`src/rtl/alu_writeback.sv`:
```
// ALU result writeback stage: 2-entry in-order register-file queue, CPSR flag
// register, sticky exception accumulator and retired-result counter.
module alu_writeback #(
    parameter int WIDTH     = 16,
    parameter int REGS_LOG2 = 3
) (
    input  logic                 clk,
    input  logic                 rst_n,
    input  logic                 in_valid,
    output logic                 in_ready,
    input  logic [WIDTH-1:0]     in_r,
    input  logic [6:0]           in_flags,
    input  logic [REGS_LOG2-1:0] in_dest,
    input  logic                 in_wr_en,
    input  logic                 in_set_flags,
    output logic                 wb_valid,
    input  logic                 wb_ready,
    output logic [WIDTH-1:0]     wb_data,
    output logic [REGS_LOG2-1:0] wb_dest,
    output logic [6:0]           cpsr,
    output logic [2:0]           sticky,
    input  logic                 clr_sticky,
    output logic [15:0]          retired
);

    typedef enum logic [1:0] {
        EMPTY = 2'd0,
        ONE   = 2'd1,
        FULL  = 2'd2
    } q_state_t;

    q_state_t               state_r;
    q_state_t               state_s;
    logic [WIDTH-1:0]       data0_r;
    logic [WIDTH-1:0]       data0_s;
    logic [WIDTH-1:0]       data1_r;
    logic [WIDTH-1:0]       data1_s;
    logic [REGS_LOG2-1:0]   dest0_r;
    logic [REGS_LOG2-1:0]   dest0_s;
    logic [REGS_LOG2-1:0]   dest1_r;
    logic [REGS_LOG2-1:0]   dest1_s;
    logic                   valid_r;
    logic                   valid_s;
    logic [6:0]             cpsr_r;
    logic [6:0]             cpsr_s;
    logic [2:0]             sticky_r;
    logic [2:0]             sticky_s;
    logic [15:0]            retired_r;
    logic [15:0]            retired_s;
    logic                   accept_s;
    logic                   push_s;
    logic                   pop_s;
    logic                   ready_s;

    // Exception bits {overflow, inf, nan} picked out of the flag vector.
    function automatic logic [2:0] exc_bits(input logic [6:0] flags);
        return {flags[6], flags[2], flags[0]};
    endfunction

    // Handshake decode; non-writing results bypass the queue so never stall.
    always_comb begin
        pop_s    = valid_r & wb_ready;
        ready_s  = (state_r != FULL) | pop_s;
        accept_s = in_valid & (ready_s | ~in_wr_en);
        push_s   = accept_s & in_wr_en;
    end

    // Queue next-state and entry movement; head always lives in slot 0.
    always_comb begin
        state_s = state_r;
        data0_s = data0_r;
        dest0_s = dest0_r;
        data1_s = data1_r;
        dest1_s = dest1_r;
        case (state_r)
            EMPTY: begin
                if (push_s) begin
                    state_s = ONE;
                    data0_s = in_r;
                    dest0_s = in_dest;
                end else begin
                    state_s = EMPTY;
                end
            end
            ONE: begin
                if (push_s && pop_s) begin
                    data0_s = in_r;
                    dest0_s = in_dest;
                end else if (push_s) begin
                    state_s = FULL;
                    data1_s = in_r;
                    dest1_s = in_dest;
                end else if (pop_s) begin
                    state_s = EMPTY;
                end else begin
                    state_s = ONE;
                end
            end
            FULL: begin
                if (pop_s) begin
                    data0_s = data1_r;
                    dest0_s = dest1_r;
                    if (push_s) begin
                        data1_s = in_r;
                        dest1_s = in_dest;
                    end else begin
                        state_s = ONE;
                    end
                end else begin
                    state_s = FULL;
                end
            end
            default: begin
                state_s = EMPTY;
            end
        endcase
        valid_s = (state_s != EMPTY);
    end

    // Flag register, sticky accumulator (set beats clear) and retire counter.
    always_comb begin
        cpsr_s    = cpsr_r;
        sticky_s  = sticky_r;
        retired_s = retired_r;
        if (clr_sticky) begin
            sticky_s = 3'b000;
        end else begin
            sticky_s = sticky_r;
        end
        if (accept_s && in_set_flags) begin
            cpsr_s   = in_flags;
            sticky_s = sticky_s | exc_bits(in_flags);
        end else begin
            cpsr_s = cpsr_r;
        end
        if (accept_s) begin
            retired_s = retired_r + 16'd1;
        end else begin
            retired_s = retired_r;
        end
    end

    // State register; reset also drops any accept arriving on the same edge.
    always_ff @(posedge clk) begin
        if (!rst_n) begin
            state_r   <= EMPTY;
            valid_r   <= 1'b0;
            data0_r   <= '0;
            dest0_r   <= '0;
            data1_r   <= '0;
            dest1_r   <= '0;
            cpsr_r    <= 7'd0;
            sticky_r  <= 3'd0;
            retired_r <= 16'd0;
        end else begin
            state_r   <= state_s;
            valid_r   <= valid_s;
            data0_r   <= data0_s;
            dest0_r   <= dest0_s;
            data1_r   <= data1_s;
            dest1_r   <= dest1_s;
            cpsr_r    <= cpsr_s;
            sticky_r  <= sticky_s;
            retired_r <= retired_s;
        end
    end

    assign in_ready = ready_s;
    assign wb_valid = valid_r;
    assign wb_data  = data0_r;
    assign wb_dest  = dest0_r;
    assign cpsr     = cpsr_r;
    assign sticky   = sticky_r;
    assign retired  = retired_r;

endmodule

```
`config.mk`:
```
export PLATFORM = sky130hd
export DESIGN_NAME = alu_writeback
export DESIGN_NICKNAME = d
export VERILOG_FILES = /design/src/rtl/alu_writeback.sv
export SDC_FILE = /design/constraint.sdc
export NUM_CORES = 1
export LEC_CHECK = 0
export ABC_CLOCK_PERIOD_IN_PS = 1520
export CORE_MARGIN = 1
export CORE_UTILIZATION = 50
export DETAILED_ROUTE_END_ITERATION = 7
export DONT_BUFFER_PORTS = 1
export GPL_TIMING_DRIVEN = 1
export PLACE_DENSITY = 0.78
export RECOVER_POWER = 25
export SLEW_MARGIN = 20
export SYNTH_ARGS = -nofsm -noshare
export SYNTH_HDL_FRONTEND = slang
export SYNTH_SLANG_ARGS = --single-unit
```
`constraint.sdc`:
```
create_clock -name clk -period 1.52 [get_ports clk]
set_input_delay 0.304 -clock clk [delete_from_list [all_inputs] [get_ports clk]]
set_output_delay 0.304 -clock clk [all_outputs]
set_load 0.03 [all_outputs]
```
# Word level (Yosys, flattened, before mapping)
# Index checks and enable logic that the tools add are counted.
word_totals:
  reg_bits: 67
  out_inout_bits: 47
  word_cells: 57
classes:
  n_addsub: 1
  n_eq_ne: 7
  n_mux: 25
  n_bitwise: 7
  reduce_logical: 8
ops:
  columns: ["cell", "count"]
  rows:
  - ["16-bit two-way mux", 6]
  - ["16-bit case mux with 3 select lines", 1]
  - ["16-bit case mux with 2 select lines", 1]
  - ["3-bit two-way mux", 8]
  - ["16-bit by 1-bit adder with 16-bit output, second input constant", 1]
  - ["2-bit inequality test, second input constant", 5]
  - ["3-bit case mux with 3 select lines", 1]
  - ["2-bit two-way mux", 4]
  - ["2-bit case mux with 3 select lines", 1]
  - ["3-bit case mux with 2 select lines", 1]
  - ["4-bit AND reduction", 1]
  - ["2-bit nonzero test", 2]
  - ["1-bit AND", 3]
  - ["3-bit OR", 1]
  - ["3-bit AND reduction", 1]
  - ["3-bit nonzero test", 1]
  - ["2-bit by 1-bit equality test with 1-bit output, second input constant", 1]
  - ["2-bit equality test, second input constant", 1]
  - ["1-bit logical AND", 2]
  - ["2-bit zero test", 1]
  - ["1-bit two-way mux", 2]
  - ["1-bit OR", 2]
  - ["1-bit NOT", 1]

# Depth between registers and ports, before layout
logic_depth:
  ltp_word: 9
  mapped_depth: 7
  mapped_depth_nobuf: 5

# Least setup slack after synthesis
# OpenSTA, ideal clock, no wires.
synth_path:
  kind: "flip-flop to flip-flop"
  startpoint: "register retired_r[4], in the netlist retired[4]"
  endpoint: "register retired_r[15], in the netlist retired[15]"
  setup_time_ns: 0.070
  arrival_ns: 1.728
  slack_ns: -0.279
  path_stages_with_launch: 6
  period_less_slack_ns: 1.799
  cell_sequence: "dfxtp_1 and4_4 nand4_2 buf_6 or4_1 a21oi_1"
synth_via:
  elab_chain_len: 1
synth_rtl:
  columns: ["item", "line_no", "source"]
  rows:
  - ["from (decl)", "48", "logic [15:0] retired_r;"]
  - ["from (signal assigned)", "164", "retired_r <= retired_s;"]
  - ["16-bit by 1-bit adder with 16-bit output", "137", "retired_s = retired_r + 16'd1;"]
# Every way passes these cells.
# A chain may end at the register's enable or synchronous reset.

# Worst setup path in the final report
layout_path:
  startpoint: "register state_r[1]"
  endpoint: "register data0_r[11], in the netlist wb_data[11]"
layout_via:
  elab_chain_len: 8
layout_rtl:
  columns: ["item", "line_no", "source"]
  rows:
  - ["from (decl)", "32", "q_state_t state_r;"]
  - ["from (signal assigned)", "156", "state_r <= state_s;"]
  - ["2-bit inequality test", "63", "ready_s = (state_r != FULL) | pop_s;"]
  - ["1-bit OR", "63", null]
  - ["1-bit OR", "64", "accept_s = in_valid & (ready_s | ~in_wr_en);"]
  - ["1-bit AND", "64", null]
  - ["1-bit AND", "65", "push_s = accept_s & in_wr_en;"]
  - ["1-bit logical AND", "86", "if (push_s && pop_s) begin"]
  - ["2-bit inequality test (no source line)", null, null]
  - ["4-bit AND reduction (no source line)", null, null]
  - ["to (signal assigned)", "158", "data0_r <= data0_s;"]
  - ["to (decl)", "34", "logic [WIDTH-1:0] data0_r;"]
# Several ways; a longest one is shown, not always the timed one.

==> metrics.yaml <==
clk_latency_ns: 0.33
drv_cap: 0
crit_slowest_cell: "dfxtp_4"
max_stage_delay_ns: 0.35
initial_core_util_pct: 52.17
ys_seq_elements: 67
dp_slack_ns: -0.0002729
drive_above_1_share_pct: 26.11
synthMostInstantiatedCell: "nand2_1"
ys.warnings.count: 0
synthCells: 344
die_w_um: 77.80
final.period_utilization_pct: 103.6
synthFlopType: "dfxtp_1"
irDropWorstVdd_uv: 827.6
gp_congestion: 0.7694
design.final.nets: 412
path_class: "reg2reg"
first_global_vias: 2513
async_reset_ff_share_pct: 0
post-route-drc-count: 0
synth.area.top_cells: "dfxtp_1, nand2_1, mux2i_1, a311oi_1, a21oi_1"
antenna_found_initial: 0
skew_ns: 0.008885
dieArea_um2: 6053
synth_area_per_cell_um2: 8.351
synthTopCellsByCount: "nand2_1, dfxtp_1, nor2_1, mux2i_1, a311oi_1"
yosysTopAreaCell: "dfxtp_1"
crit_family: "buffers and inverters"
die_y_um: 77.80
multi_input_comb_area_um2: 1554
violations: "negative setup slack"
drt_pass1_iterations: 7
slew_viol_final: 0
setup_slack_ns: -0.05419
rsz0062_at_grt: "yes"
cp_data_arrival_time_ns: 1.78
power.density_nw_per_um2: 1074
grt_usage_pct: 24.14
fin_crit_ns: 1.574
routed_wl_mm: 7.787
yosysSeqAreaShare_pct: 46.69
hold_buffers: 0
fillers: 433
htree_levels: 3
cp-end-kind: "register"
cts_tree: "built"
rows: 27
critPathMaxFanout: 19
worst_pin_slew_ns: 0.4954
boundaryPins: 80
cp_cell_sequence: "buf_6 > or2_4 > o221ai_4 > buf_4 > buf_16 > a311oi_1"
leakagePower_uw: 0.001382
grt_max_degree: 60
clk_pin_slew_worst_paths_ns: 0.08
hp-class: "in2reg"
cts_sinks: 67
first_iter_violations: 218
worst-path-buf-inv: 3
outcome: "finished with violations"
cts_buffer_depth: 2
core_area_um2: 5507
vias: 2720
synth_edf_count: 0
maxSlewHeadroom_pct: 66.98
avgRoutedWirePerCell_um: 17.11
seq_area_um2: 1381
port-buffer-count: 0
setup_tns_ns: -0.9679
syn2layout_area_growth_pct: 29.22
cts_made_buffers: 9
worstSetupStartpointType: "register"
clockRootBuffer: "clkbuf_8"
finalSetupViolations: 25
syn_area_um2: 2873
via_per_inst: 5.978
synth_top_area_share_pct: 46.69
synth_cell_types: 34
grt_overflow: 0
hold_violations: 0
syn-num-nets: 378
whs_ns: 0.09004
fmax_mhz: 635.2
grt_pass1_wl_mm: 11.28
cp.required_ns: 1.72
antenna_left: 0
n_antenna_cell: 0
hpwlAfterDp_mm: 4.256
kinds of logic after synthesis:
| family | synth area share, % |
|---|---|
| AND/OR/NAND/NOR | 25.17 |
| flip-flops | 46.69 |
| buffers and inverters | 5.139 |
| adder cells (fa/ha/maj) | 0.4355 |
| AO/OA/AOI/OAI | 14.63 |
| XOR/XNOR | 0.6099 |
| multiplexers | 7.317 |
layer usage:
metal	track usage [%]	share of wire, %
met5	0	0
met4	13.21	2.9
met3	7.059	8.7
met2	40.80	48
met1	27.21	41
metrics by stage:
step	power (uW)	util (%)	std cells	instance area, um2
after global routing	4141	67.42	455	3712
after detailed placement	2315	56.94	421	3136
after global placement	2303	56.94	421	3136
final	3988	67.42	455	3712
after CTS	3980	64.71	447	3563
after floorplan	2249	-	344	2922
worst paths after layout:
check	cells after the start	to	start	slack [ns]
worst max-delay path	6	wb_data[11]	state_r[1]	-0.05
worst min-delay path	1	state_r[0]	rst_n	0.09
worst max register to register	6	wb_data[11]	state_r[1]	-0.05
worst min register to register	2	data1_r[9]	data1_r[9]	0.46
power breakdown:
part           internal, uW  switching (uW)
Combinational           176             200
Sequential             1820             170
Clock                   928             689
Total                  2930            1060
repair_timing:
item / 4_1_cts / 5_1_grt
hold endpoints to repair: 0 / 0
resized for setup: 17 / 26
setup buffers: 7 / 5
pin swaps: 21 / 15
endpoints found under the setup margin: 5 / 32
gates cloned: 3 / 5
registers in the layout (all words and copies together), names as in the netlist:
register	flops
cpsr	7
data1_r	16
dest1_r	3
retired	16
state_r	2
sticky	3
wb_data	16
wb_dest	3
wb_valid	1
final cells by class:
class | count | area share [%]
sequential | 67 | 37.21
multi-input combinational | 249 | 41.86
inverter | 5 | 0.5056
timing repair buffer | 46 | 12.17
tap | 72 | 2.427
clock buffer | 10 | 3.438
clock inverter | 6 | 2.393
cells in the final DEF (no fill, tap or decap), types with 6 or more instances in the layout:
cell      count
o21ai_0      14
nand2_1      94
a311oi_1     18
dfxtp_4       9
nand3_1      11
clkbuf_8      9
a21oi_1      13
dfxtp_1      53
buf_6         6
buf_4        28
mux2i_1      21
nor2_1       21
No activity file was read; power rests on OpenSTA's default activity.
